`config.mk`:
```
export PLATFORM = sky130hd
export DESIGN_NAME = dmem_arbiter_flat
export DESIGN_NICKNAME = d
export VERILOG_FILES = /design/src/rtl/dmem_arbiter_if.sv /design/src/rtl/dmem_arbiter.sv /design/src/flat_wrapper.sv
export SDC_FILE = /design/constraint.sdc
export NUM_CORES = 1
export LEC_CHECK = 0
export CAP_MARGIN = 10
export CORE_UTILIZATION = 25
export CTS_CLUSTER_SIZE = 20
export DETAILED_ROUTE_END_ITERATION = 10
export PLACE_DENSITY = 0.64
export SYNTH_ARGS = -nofsm -noshare
export SYNTH_HDL_FRONTEND = slang
export SYNTH_SLANG_ARGS = --single-unit
export TNS_END_PERCENT = 30
```
`constraint.sdc`:
```
create_clock -name clk -period 2.51 [get_ports clk]
set_input_delay 0.3765 -clock clk [delete_from_list [all_inputs] [get_ports clk]]
set_output_delay 0.3765 -clock clk [all_outputs]
set_load 0.05 [all_outputs]
```
`src/rtl/dmem_arbiter_if.sv`:
```
// Bundle of requester-side and memory-side signals around the data memory arbiter.
// slave = arbiter view, master = requesters plus memory (the surrounding system).
interface dmem_arbiter_if #(
    parameter int DATA_W = 32,
    parameter int ADDR_W = 8
);
    logic              r0_req;
    logic              r0_we;
    logic [ADDR_W-1:0] r0_addr;
    logic [DATA_W-1:0] r0_wdata;
    logic              r0_gnt;
    logic              r0_rvalid;

    logic              r1_req;
    logic              r1_we;
    logic [ADDR_W-1:0] r1_addr;
    logic [DATA_W-1:0] r1_wdata;
    logic              r1_gnt;
    logic              r1_rvalid;

    logic [DATA_W-1:0] rdata;
    logic              err;
    logic              busy;

    logic              mem_we;
    logic              mem_mode;
    logic [ADDR_W-1:0] mem_addr;
    logic [DATA_W-1:0] mem_din;
    logic [DATA_W-1:0] mem_dout;

    modport slave (
        input  r0_req, r0_we, r0_addr, r0_wdata,
        input  r1_req, r1_we, r1_addr, r1_wdata,
        input  mem_dout,
        output r0_gnt, r0_rvalid, r1_gnt, r1_rvalid,
        output rdata, err, busy,
        output mem_we, mem_mode, mem_addr, mem_din
    );

    modport master (
        output r0_req, r0_we, r0_addr, r0_wdata,
        output r1_req, r1_we, r1_addr, r1_wdata,
        output mem_dout,
        input  r0_gnt, r0_rvalid, r1_gnt, r1_rvalid,
        input  rdata, err, busy,
        input  mem_we, mem_mode, mem_addr, mem_din
    );
endinterface

```
`src/rtl/dmem_arbiter.sv`:
```
// Round-robin arbiter sharing a single-port data memory between the core (r0) and the
// debug/dump engine (r1); one access in flight, read latency tracked by a down-counter.
//   state   | meaning
//   S_IDLE  | arbitrate; writes complete in the grant cycle, reads move to S_RWAIT
//   S_RWAIT | hold read address, count down RD_LAT cycles, then capture mem_dout
module dmem_arbiter #(
    parameter int DATA_W = 32,
    parameter int ADDR_W = 8,
    parameter int DEPTH  = 256,
    parameter int RD_LAT = 1
) (
    input  logic           clk,
    input  logic           reset,
    dmem_arbiter_if.slave  bus
);
    typedef enum logic {S_IDLE = 1'b0, S_RWAIT = 1'b1} state_t;

    localparam int              CNT_W   = (RD_LAT > 1) ? $clog2(RD_LAT) : 1;
    localparam logic [ADDR_W:0] DEPTH_L = (ADDR_W + 1)'(DEPTH);

    state_t            r_state;
    state_t            w_state_nxt;
    logic              r_prio;
    logic              r_owner;
    logic              r_oor;
    logic [ADDR_W-1:0] r_addr;
    logic [CNT_W-1:0]  r_cnt;
    logic [DATA_W-1:0] r_rdata;
    logic              r_rvalid0;
    logic              r_rvalid1;
    logic              r_err;

    logic              w_sel0;
    logic              w_sel1;
    logic              w_grant;
    logic              w_we;
    logic              w_oor;
    logic [ADDR_W-1:0] w_addr;
    logic [DATA_W-1:0] w_wdata;

    // r_prio = 0 favours r0 on a tie, 1 favours r1
    assign w_sel0  = bus.r0_req & (~bus.r1_req | ~r_prio);
    assign w_sel1  = bus.r1_req & (~bus.r0_req |  r_prio);
    // gating with reset keeps gnt and the memory port idle while reset is held
    assign w_grant = reset & (r_state == S_IDLE) & (w_sel0 | w_sel1);
    assign w_we    = w_sel0 ? bus.r0_we    : bus.r1_we;
    assign w_addr  = w_sel0 ? bus.r0_addr  : bus.r1_addr;
    assign w_wdata = w_sel0 ? bus.r0_wdata : bus.r1_wdata;
    assign w_oor   = ({1'b0, w_addr} >= DEPTH_L);

    always_ff @(posedge clk or negedge reset) begin
        if (!reset) r_state <= S_IDLE;
        else        r_state <= w_state_nxt;
    end

    always_comb begin
        w_state_nxt = r_state;
        case (r_state)
            S_IDLE:  if (w_grant && !w_we) w_state_nxt = S_RWAIT;
            S_RWAIT: if (r_cnt == '0)      w_state_nxt = S_IDLE;
            default: w_state_nxt = S_IDLE;
        endcase
    end

    always_comb begin
        bus.r0_gnt   = w_grant & w_sel0;
        bus.r1_gnt   = w_grant & w_sel1;
        bus.busy     = (r_state == S_RWAIT);
        bus.mem_we   = 1'b0;
        bus.mem_mode = 1'b1;
        bus.mem_addr = '0;
        bus.mem_din  = '0;
        if (r_state == S_RWAIT) begin
            bus.mem_addr = r_addr;
        end else if (w_grant) begin
            bus.mem_addr = w_addr;
            if (w_we && !w_oor) begin
                bus.mem_we   = 1'b1;
                bus.mem_mode = 1'b0;
                bus.mem_din  = w_wdata;
            end
        end
    end

    assign bus.rdata     = r_rdata;
    assign bus.r0_rvalid = r_rvalid0;
    assign bus.r1_rvalid = r_rvalid1;
    assign bus.err       = r_err;

    always_ff @(posedge clk or negedge reset) begin
        if (!reset) begin
            r_prio    <= 1'b0;
            r_owner   <= 1'b0;
            r_oor     <= 1'b0;
            r_addr    <= '0;
            r_cnt     <= '0;
            r_rdata   <= '0;
            r_rvalid0 <= 1'b0;
            r_rvalid1 <= 1'b0;
            r_err     <= 1'b0;
        end else begin
            r_rvalid0 <= 1'b0;
            r_rvalid1 <= 1'b0;
            r_err     <= 1'b0;
            if (w_grant) begin
                r_prio <= w_sel0;
                if (w_we) begin
                    r_err <= w_oor;
                end else begin
                    r_owner <= w_sel1;
                    r_oor   <= w_oor;
                    r_addr  <= w_addr;
                    r_cnt   <= CNT_W'(RD_LAT - 1);
                end
            end else if (r_state == S_RWAIT) begin
                if (r_cnt == '0) begin
                    r_rdata   <= r_oor ? '0 : bus.mem_dout;
                    r_rvalid0 <= ~r_owner;
                    r_rvalid1 <= r_owner;
                    r_err     <= r_oor;
                end else begin
                    r_cnt <= r_cnt - 1'b1;
                end
            end
        end
    end
endmodule
```
`src/flat_wrapper.sv`:
```
// flat-port wrapper written by rule: the top's interface ports become plain ports
module dmem_arbiter_flat 
#(
    parameter int DATA_W = 32,
    parameter int ADDR_W = 8,
    parameter int DEPTH  = 256,
    parameter int RD_LAT = 1
)
  (clk, reset, bus_r0_req, bus_r0_we, bus_r0_addr, bus_r0_wdata, bus_r1_req, bus_r1_we, bus_r1_addr, bus_r1_wdata, bus_mem_dout, bus_r0_gnt, bus_r0_rvalid, bus_r1_gnt, bus_r1_rvalid, bus_rdata, bus_err, bus_busy, bus_mem_we, bus_mem_mode, bus_mem_addr, bus_mem_din);
  dmem_arbiter_if #(.DATA_W(DATA_W), .ADDR_W(ADDR_W)) bus_i ();
  input  logic clk;
  input  logic reset;
  input wire logic [$bits(bus_i.r0_req)-1:0] bus_r0_req;
  input wire logic [$bits(bus_i.r0_we)-1:0] bus_r0_we;
  input wire logic [$bits(bus_i.r0_addr)-1:0] bus_r0_addr;
  input wire logic [$bits(bus_i.r0_wdata)-1:0] bus_r0_wdata;
  input wire logic [$bits(bus_i.r1_req)-1:0] bus_r1_req;
  input wire logic [$bits(bus_i.r1_we)-1:0] bus_r1_we;
  input wire logic [$bits(bus_i.r1_addr)-1:0] bus_r1_addr;
  input wire logic [$bits(bus_i.r1_wdata)-1:0] bus_r1_wdata;
  input wire logic [$bits(bus_i.mem_dout)-1:0] bus_mem_dout;
  output wire logic [$bits(bus_i.r0_gnt)-1:0] bus_r0_gnt;
  output wire logic [$bits(bus_i.r0_rvalid)-1:0] bus_r0_rvalid;
  output wire logic [$bits(bus_i.r1_gnt)-1:0] bus_r1_gnt;
  output wire logic [$bits(bus_i.r1_rvalid)-1:0] bus_r1_rvalid;
  output wire logic [$bits(bus_i.rdata)-1:0] bus_rdata;
  output wire logic [$bits(bus_i.err)-1:0] bus_err;
  output wire logic [$bits(bus_i.busy)-1:0] bus_busy;
  output wire logic [$bits(bus_i.mem_we)-1:0] bus_mem_we;
  output wire logic [$bits(bus_i.mem_mode)-1:0] bus_mem_mode;
  output wire logic [$bits(bus_i.mem_addr)-1:0] bus_mem_addr;
  output wire logic [$bits(bus_i.mem_din)-1:0] bus_mem_din;
  assign bus_i.r0_req = bus_r0_req;
  assign bus_i.r0_we = bus_r0_we;
  assign bus_i.r0_addr = bus_r0_addr;
  assign bus_i.r0_wdata = bus_r0_wdata;
  assign bus_i.r1_req = bus_r1_req;
  assign bus_i.r1_we = bus_r1_we;
  assign bus_i.r1_addr = bus_r1_addr;
  assign bus_i.r1_wdata = bus_r1_wdata;
  assign bus_i.mem_dout = bus_mem_dout;
  assign bus_r0_gnt = bus_i.r0_gnt;
  assign bus_r0_rvalid = bus_i.r0_rvalid;
  assign bus_r1_gnt = bus_i.r1_gnt;
  assign bus_r1_rvalid = bus_i.r1_rvalid;
  assign bus_rdata = bus_i.rdata;
  assign bus_err = bus_i.err;
  assign bus_busy = bus_i.busy;
  assign bus_mem_we = bus_i.mem_we;
  assign bus_mem_mode = bus_i.mem_mode;
  assign bus_mem_addr = bus_i.mem_addr;
  assign bus_mem_din = bus_i.mem_din;
  dmem_arbiter #(.DATA_W(DATA_W), .ADDR_W(ADDR_W), .DEPTH(DEPTH), .RD_LAT(RD_LAT)) u_core (.clk(clk), .reset(reset), .bus(bus_i));
endmodule
```
# --- Yosys cells after proc, flatten, opt, wreduce, memory -nomap -nowiden ---
# Cells that the tools add are included.
word_totals:
  register_bits: 46
  latchBits: 0
  ram_bits: 0
  romBits: 0
  inputBits: 118
  n_memories: 0
op_classes:
  add_sub_neg: 1
  multipliers: 0
  div_mod_pow: 0
  order_cmp: 0
  n_eq_ne: 1
  shift: 0
  n_mux: 27
  n_bitwise: 17
  n_reduce_logical: 6
ops:
  columns: ["cell", "n"]
  rows:
  - ["two-way mux 32 bit", 4]
  - ["two-way mux 8 bit", 3]
  - ["two-way mux 1 bit", 19]
  - ["inverter 1 bit", 8]
  - ["bitwise AND 1 bit", 6]
  - ["AND reduction 2 bit", 2]
  - ["OR 1 bit", 3]
  - ["AND reduction 3 bit", 1]
  - ["inequality test 2 bit, second input constant", 1]
  - ["one-hot mux 1 bit (2 select lines)", 1]
  - ["nonzero test 2 bit", 1]
  - ["logical AND 1 bit", 1]
  - ["zero test 1 bit", 1]
  - ["subtractor 1 bit, second input constant", 1]

# --- Logic depth before layout (Yosys ltp) ---
# Gate-level depths: netlist of run 1.
depth:
  ltp_word: 8
  ltp_mapped: 7
  ltp_nobuf: 4

# --- Least setup slack after synthesis of run 1 ---
# Ideal clock, no wire load.
synth_path:
  path_type: "register to output"
  from: "register u_core.r_state (netlist: u_core.bus.busy)"
  to: "output port bus_mem_din[0]"
  arrival_ps: 2277
  slack_ps: -144
  path_stages_with_launch: 7
  n_path_buf: 2
  path_cell_list: "dfrtp_1 buf_2 nor2b_2 o21ai_1 or2_1 buf_2 a21oi_1"
synth_between:
  elab_chain_cells: 5
synth_rtl:
  columns: ["element", "line", "rtl"]
  rows:
  - ["start: declaration", "dmem_arbiter.sv:21", "state_t r_state;"]
  - ["start signal: assignment", "dmem_arbiter.sv:53", "else r_state <= w_state_nxt;"]
  - ["inverter 1 bit", "dmem_arbiter.sv:45", "assign w_grant = reset & (r_state == S_IDLE) & (w_sel0 | w_sel1);"]
  - ["bitwise AND 1 bit (2 in a row)", "dmem_arbiter.sv:45", null]
  - ["two-way mux 32 bit", "dmem_arbiter.sv:75", "end else if (w_grant) begin"]
  - ["two-way mux 32 bit (*)", "dmem_arbiter.sv:73", "if (r_state == S_RWAIT) begin"]
  - ["end: declaration", "flat_wrapper.sv:32", "output wire logic [$bits(bus_i.mem_din)-1:0] bus_mem_din;"]
# Mark *: on every way between the ends. The rest lies on a longest branch, timed or not.

# --- Worst setup path in the final report of run 1 ---
layout_path:
  from: "input port bus_r0_req"
  to: "output port bus_mem_din[1]"
layout_between:
  elab_chain_cells: 7
  word_cells_on_any_way: 11
  cone_classes: "5 x mux; 6 x bitwise"
layout_rtl:
  columns: ["element", "line", "rtl"]
  rows:
  - ["start: declaration", "flat_wrapper.sv:13", "input wire logic [$bits(bus_i.r0_req)-1:0] bus_r0_req;"]
  - ["inverter 1 bit", "dmem_arbiter.sv:43", "assign w_sel1 = bus.r1_req & (~bus.r0_req | r_prio);"]
  - ["OR 1 bit", "dmem_arbiter.sv:43", null]
  - ["bitwise AND 1 bit", "dmem_arbiter.sv:43", null]
  - ["OR 1 bit", "dmem_arbiter.sv:45", null]
  - ["bitwise AND 1 bit", "dmem_arbiter.sv:45", null]
  - ["two-way mux 32 bit (*)", "dmem_arbiter.sv:75", null]
  - ["two-way mux 32 bit (*)", "dmem_arbiter.sv:73", null]
# Marks and branches as above.

==> results of run 1 <==
sequential cells by signal (all words and copies together), names as in the netlist:
name                  flops
u_core.bus.busy           1
u_core.bus.r1_rvalid      1
u_core.bus.r0_rvalid      1
u_core.bus.rdata         32
u_core.r_owner            1
u_core.r_addr             8
u_core.r_prio             1
placed cells by master, fill, tap and decap left out, types with 2 or more instances in the layout:
master           synthesis  final
a21oi_2                 28     30
clkbuf_8                 0      6
dfrtp_1                 45     44
o21ai_1                  1      2
inv_1                   11     11
buf_12                   0     45
clkdlybuf4s50_1          0    150
a21oi_1                  5      3
mux2_2                  32     32
buf_4                    1     16
nand2_1                 75     75
nand2b_1                 2      2
o21ai_0                  8      7
mux2i_1                 18     18
and2_1                   2      2
where the power goes:
part | total (uW) | switching, uW | internal [uW]
clock | 479 | 253 | 227
combinational | 1830 | 1040 | 785
sequential | 1010 | 98.5 | 911
final cells by class:
cell class	count	area, um2
Antenna cell	1	2.502
Clock buffer	6	82.58
Clock inverter	2	16.27
Fill cell	875	4481
Inverter	11	41.29
Multi-Input combinational cell	178	1229
Sequential cell	45	1127
Tap cell	133	166.4
Timing Repair Buffer	213	2539
per-layer routing:
metal | vias up | wire length, um | global-route usage (%)
li1 | 1232 | - | -
met1 | 1183 | 2939 | 16.40
met2 | 129 | 4244 | 28.12
met3 | 13 | 1049 | 6.625
met4 | 0 | 177 | 5.463
met5 | - | 0 | 0
cells by family (layout without fill, tap and decap cells):
logic type	Yosys count	count (layout)	share of synthesized area [%]
other	1	2	0.1509
buffers and inverters	29	232	5.640
DFF	45	45	45.32
AOI/OAI and AO/OA	44	44	13.70
and+or+nand+nor	83	83	13.44
muxes	50	50	21.75
worst max path at each step:
stage,to,slack (ns)
final,bus_mem_din[1],0.11
after global routing,bus_mem_din[1],0.01
after CTS,bus_mem_din[31],0.03
after detailed placement,bus_mem_din[31],0.04
after global placement,bus_mem_din[0],0.06
after floorplan,bus_mem_din[0],-0.14
through the flow:
| stage | hold WS [ns] | instances | total power (uW) | worst slack, ns | util (%) |
|---|---|---|---|---|---|
| after detailed placement | 0.4428 | 580 | 2863 | 0.03653 | 52.55 |
| after global placement | 0.4382 | 580 | 2833 | 0.05972 | 52.55 |
| after global routing | 0.2149 | 588 | 3478 | 0.01262 | 53.71 |
| final | 0.1535 | 589 | 3316 | 0.1106 | 53.73 |
| after floorplan | 0.08091 | 252 | 2048 | -0.1436 | - |
| after CTS | 0.1778 | 588 | 3361 | 0.02579 | 53.57 |
worst max-delay path, cell delays in order:
cell and delay [ns]:
clkdlybuf4s50_1 0.49, a21boi_4 0.20, buf_4 0.25, buf_4 0.22, nand2_1 0.07, a21oi_1 0.13, buf_4 0.15, buf_12 0.13
==> impl_metrics.json, run 1 <==
{
  "outcome": "finished, final reports clean",
  "path_clk_slew_ns": 0.09,
  "ant_nets": 0,
  "r2r_start": "u_core.bus.busy",
  "synth-seq-area-share_pct": 45.32,
  "netlist_area_um2": 2485,
  "start_util_pct": 25.66,
  "cp_max_fo": 12,
  "synth_flop_cell": "dfrtp_1",
  "grt_pass1_vias": 2546,
  "final_nets": 572,
  "endpoint_kind": "output port",
  "yosysTopAreaCell": "dfrtp_1",
  "root_buffer": "clkbuf_8",
  "ys_ff_latch": 45,
  "grt_usage_pct": 15.69,
  "ios": 198,
  "tns_ns": 0,
  "synth_most_common_cell": "nand2_1",
  "core_um2": 9684,
  "drtIter0Drc": 53,
  "r2r_end": "u_core.r_addr[5]",
  "cts_buffer_depth": 2,
  "clk-insertion-delay-late_ns": 0.30,
  "ff2ff_setup_slack_ns": 0.94,
  "routed_wirelength_mm": 8.410,
  "fin_area_um2": 5204,
  "cts_resized": 0,
  "clock.fmax_ghz": 0.4168,
  "hpwl_mm": 6.693,
  "synthTopCellsByArea": "dfrtp_1, mux2_2, nand2_1",
  "worst-r2r-cell-count": 6,
  "skew_ns": 0.01323,
  "wl_per_cell_um": 14.28,
  "cts_tree": "yes",
  "die_area_um2": 10340,
  "min_period_ns": 2.399,
  "synth.avg_cell_area_um2": 9.861,
  "yosysWarningCount": 0,
  "grt_max_degree": 46,
  "cts_htree_levels": 2,
  "drive_above_1_share_pct": 30.11,
  "area_growth_pct": 109.4,
  "leakagePower_uw": 0.002191,
  "ys_async_sr_fraction_pct": 100.0,
  "yosys.area.top_type_share_pct": 45.32,
  "drt_first_pass_iters": 4,
  "slew_headroom_pct": 61.89,
  "hold_class": "in2async",
  "port_buffers": 196,
  "power.density_nw_per_um2": 637.2,
  "rsz0062_at_grt": "no",
  "crit_path_start": "bus_r0_req",
  "synth_cell_types": 23,
  "hold_buffers": 0,
  "numCtsBuffers": 5,
  "hold_violations": 0,
  "dpl-instance-area_um2": 5089,
  "irDropWorstVdd_mv": 0.4161,
  "via_per_inst": 4.341,
  "cap_violations": 0,
  "netlist_instances": 252,
  "worst_setup_path_start_kind": "input port",
  "setup_violations": 0,
  "drcViolationCount": 0,
  "timing.setup.critical_path_class": "in2out",
  "die_h_um": 101.7,
  "grt-ovfl-total": 0,
  "post_cts_buffers": 0,
  "synth_common_cells": "nand2_1, dfrtp_1, mux2_2",
  "gp_congestion": 0.7008,
  "synth_nets": 370,
  "via_count": 2557,
  "drv_slew": 0,
  "grt_pass1_wl_mm": 12.55,
  "clock-sinks": 45,
  "worstPathRequired_ns": 2.13,
  "num_rows": 36,
  "grt_antenna_before_repair": 1,
  "period_share_pct": 95.59,
  "synth_enable_flop_cells": 0,
  "critPathArrivalTime_ns": 2.02,
  "worst_pin_slew_ns": 0.5716,
  "die_x_um": 101.7
}
No activity file was read; power rests on OpenSTA's default activity.
==> run 2, diff against run 1 <==
Settings changed: REMOVE_ABC_BUFFERS set to 1.
==> impl_metrics.json, run 2 (synthesis gave the netlist of run 1 again) <==
{
  "power.density_nw_per_um2": 650.1,
  "routed_wirelength_mm": 9.074,
  "ios": 198,
  "min_period_ns": 2.450,
  "via_per_inst": 4.333,
  "tns_ns": 0,
  "ff2ff_setup_slack_ns": 0.97,
  "cp_max_fo": 10,
  "mostFrequentLayoutCell": "clkdlybuf4s50_1",
  "irDropWorstVdd_mv": 0.6027,
  "outcome": "finished, final reports clean",
  "clock.fmax_ghz": 0.4082,
  "drcViolationCount": 0,
  "drive_above_1_share_pct": 30.11,
  "slew_headroom_pct": 61.56,
  "grt_antenna_before_repair": 0,
  "worst-path-buf-inv": 3,
  "grt_use_met1_pct": 18.23,
  "rsz0062_at_grt": "yes",
  "via_count": 2548,
  "path_cells": "clkdlybuf4s50_1, a21boi_4, mux2i_1, or2_2, buf_4, a21oi_2, buf_12",
  "power_frac_clock_pct": 16.2,
  "port_buffers": 196,
  "wl_per_cell_um": 15.43,
  "dp_slack_ns": 0.01032,
  "grt_usage_pct": 17.08,
  "grt_pass1_vias": 2634,
  "cts_buffer_depth": 2,
  "worst_setup_path_start_kind": "input port",
  "crit_end": "bus_mem_din[13]",
  "grt_max_degree": 46,
  "gp_congestion": 0.8154,
  "critPathMaxStageDelay_ns": 0.50,
  "hpwl_mm": 7.366,
  "numCtsBuffers": 5,
  "grt_pass1_wl_mm": 13.52,
  "cts_resized": 1,
  "setup_violations": 0,
  "core_um2": 9684,
  "largest_reg_flops": 32,
  "worst_pin_slew_ns": 0.5766,
  "hold_violations": 0,
  "cp.depth": 7,
  "start_util_pct": 25.66,
  "final_nets": 572,
  "num_rows": 36,
  "drv_slew": 0,
  "cap_violations": 0,
  "r2r_end": "u_core.r_addr[3]",
  "root_buffer": "clkbuf_8",
  "post_cts_buffers": 0,
  "cp_slowest_cell": "clkdlybuf4s50_1",
  "p_int_uw": 2004,
  "ant_nets": 0,
  "die_h_um": 101.7,
  "worstPathRequired_ns": 2.13,
  "clock-sinks": 45,
  "timing.setup.critical_path_class": "in2out",
  "power_frac_comb_pct": 54.1,
  "cts_tree": "yes",
  "layout_common_cells": "clkdlybuf4s50_1, nand2_1, buf_12",
  "grt-busiest-layer": "met2",
  "setup_ws_ns": 0.06005,
  "leakagePower_uw": 0.002202,
  "met2_usage_pct": 32.54,
  "die_x_um": 101.7,
  "hold_buffers": 0,
  "drtIter0Drc": 64,
  "endpoint_kind": "output port",
  "cp_top_family": "buffers and inverters",
  "num_antenna_cells": 0,
  "path_clk_slew_ns": 0.09,
  "p_seq_share_pct": 29.7,
  "area_growth_pct": 111.0,
  "drt_first_pass_iters": 5,
  "r2r_start": "u_core.bus.busy",
  "use_met3_pct": 5.866,
  "period_share_pct": 97.61,
  "sw_frac_of_total_pct": 41.22,
  "worst-r2r-cell-count": 6,
  "p_sw_uw": 1405,
  "grt-ovfl-total": 0,
  "crit_path_start": "bus_r0_req",
  "cts_htree_levels": 2,
  "clk-insertion-delay-late_ns": 0.29,
  "hold_class": "in2async",
  "skew_ns": 0.003727,
  "critPathArrivalTime_ns": 2.07,
  "die_area_um2": 10340
}
run 2: cell types whose count changed in the layout (fill, tap and decap cells not counted), sizes merged:
cell    change
bufinv      +1
clkbuf      -1
clkinv      +1
diode       -1
inv         -1
run 2: worst min-delay path by stage:
stage / from / end / slack (ns) / cells past startpoint
floorplan: reset / u_core.bus.busy / 0.08 / 0
global route: reset / u_core.bus.busy / 0.23 / 2
global placement: u_core.r_owner / u_core.bus.r0_rvalid / 0.45 / 1
finish: reset / u_core.bus.busy / 0.17 / 2
CTS: reset / u_core.r_addr[0] / 0.19 / 2
detailed placement: u_core.r_owner / u_core.bus.r0_rvalid / 0.46 / 1
run 2: layout make-up:
| cell class | count | area (um2) |
|---|---|---|
| clock buffers | 5 | 68.82 |
| clock inverters | 3 | 46.29 |
| fillers | 829 | 4441 |
| inverters | 11 | 41.29 |
| multi-input cells | 178 | 1234 |
| flip-flops and latches | 45 | 1127 |
| well taps | 133 | 166.4 |
| repair buffers | 213 | 2560 |
run 2: layer usage:
layer | vias up | part of all wire, %
li1 | 1230 | -
met1 | 1190 | 36
met2 | 124 | 52
met3 | 4 | 11
met4 | 0 | 0.46
met5 | - | 0
run 2: power by group through the flow:
| stage | clock network (uW) | logic, uW | registers [uW] |
|---|---|---|---|
| 6_report | 551 | 1850 | 1010 |
| 5_1_grt | 610 | 1930 | 1040 |
| 4_1_cts | 580 | 1860 | 1020 |
| 3_5_place_dp | 0 | 1860 | 1030 |
| 3_3_place_gp | 0 | 1840 | 1010 |
| 2_1_floorplan | 0 | 516 | 1520 |
run 2: through the flow:
stage               util, %  hold WS, ns  power (uW)  cell area (um2)  std cells
floorplan                 -      0.08091        2031             2386        234
global route          54.15       0.2342        3584             5244        588
finish                54.15       0.1684        3409             5244        588
detailed placement    52.80       0.4590        2884             5114        580
global placement      52.80       0.4515        2851             5114        580
CTS                   53.99       0.1950        3459             5229        588
run 2: worst register-to-register path: stages, from the launching register on:
cell and delay (ns):
dfrtp_2 0.41, nor2b_2 0.22, o21ai_1 0.13, buf_4 0.19
nand2b_1 0.17, buf_4 0.18, mux2i_1 0.12
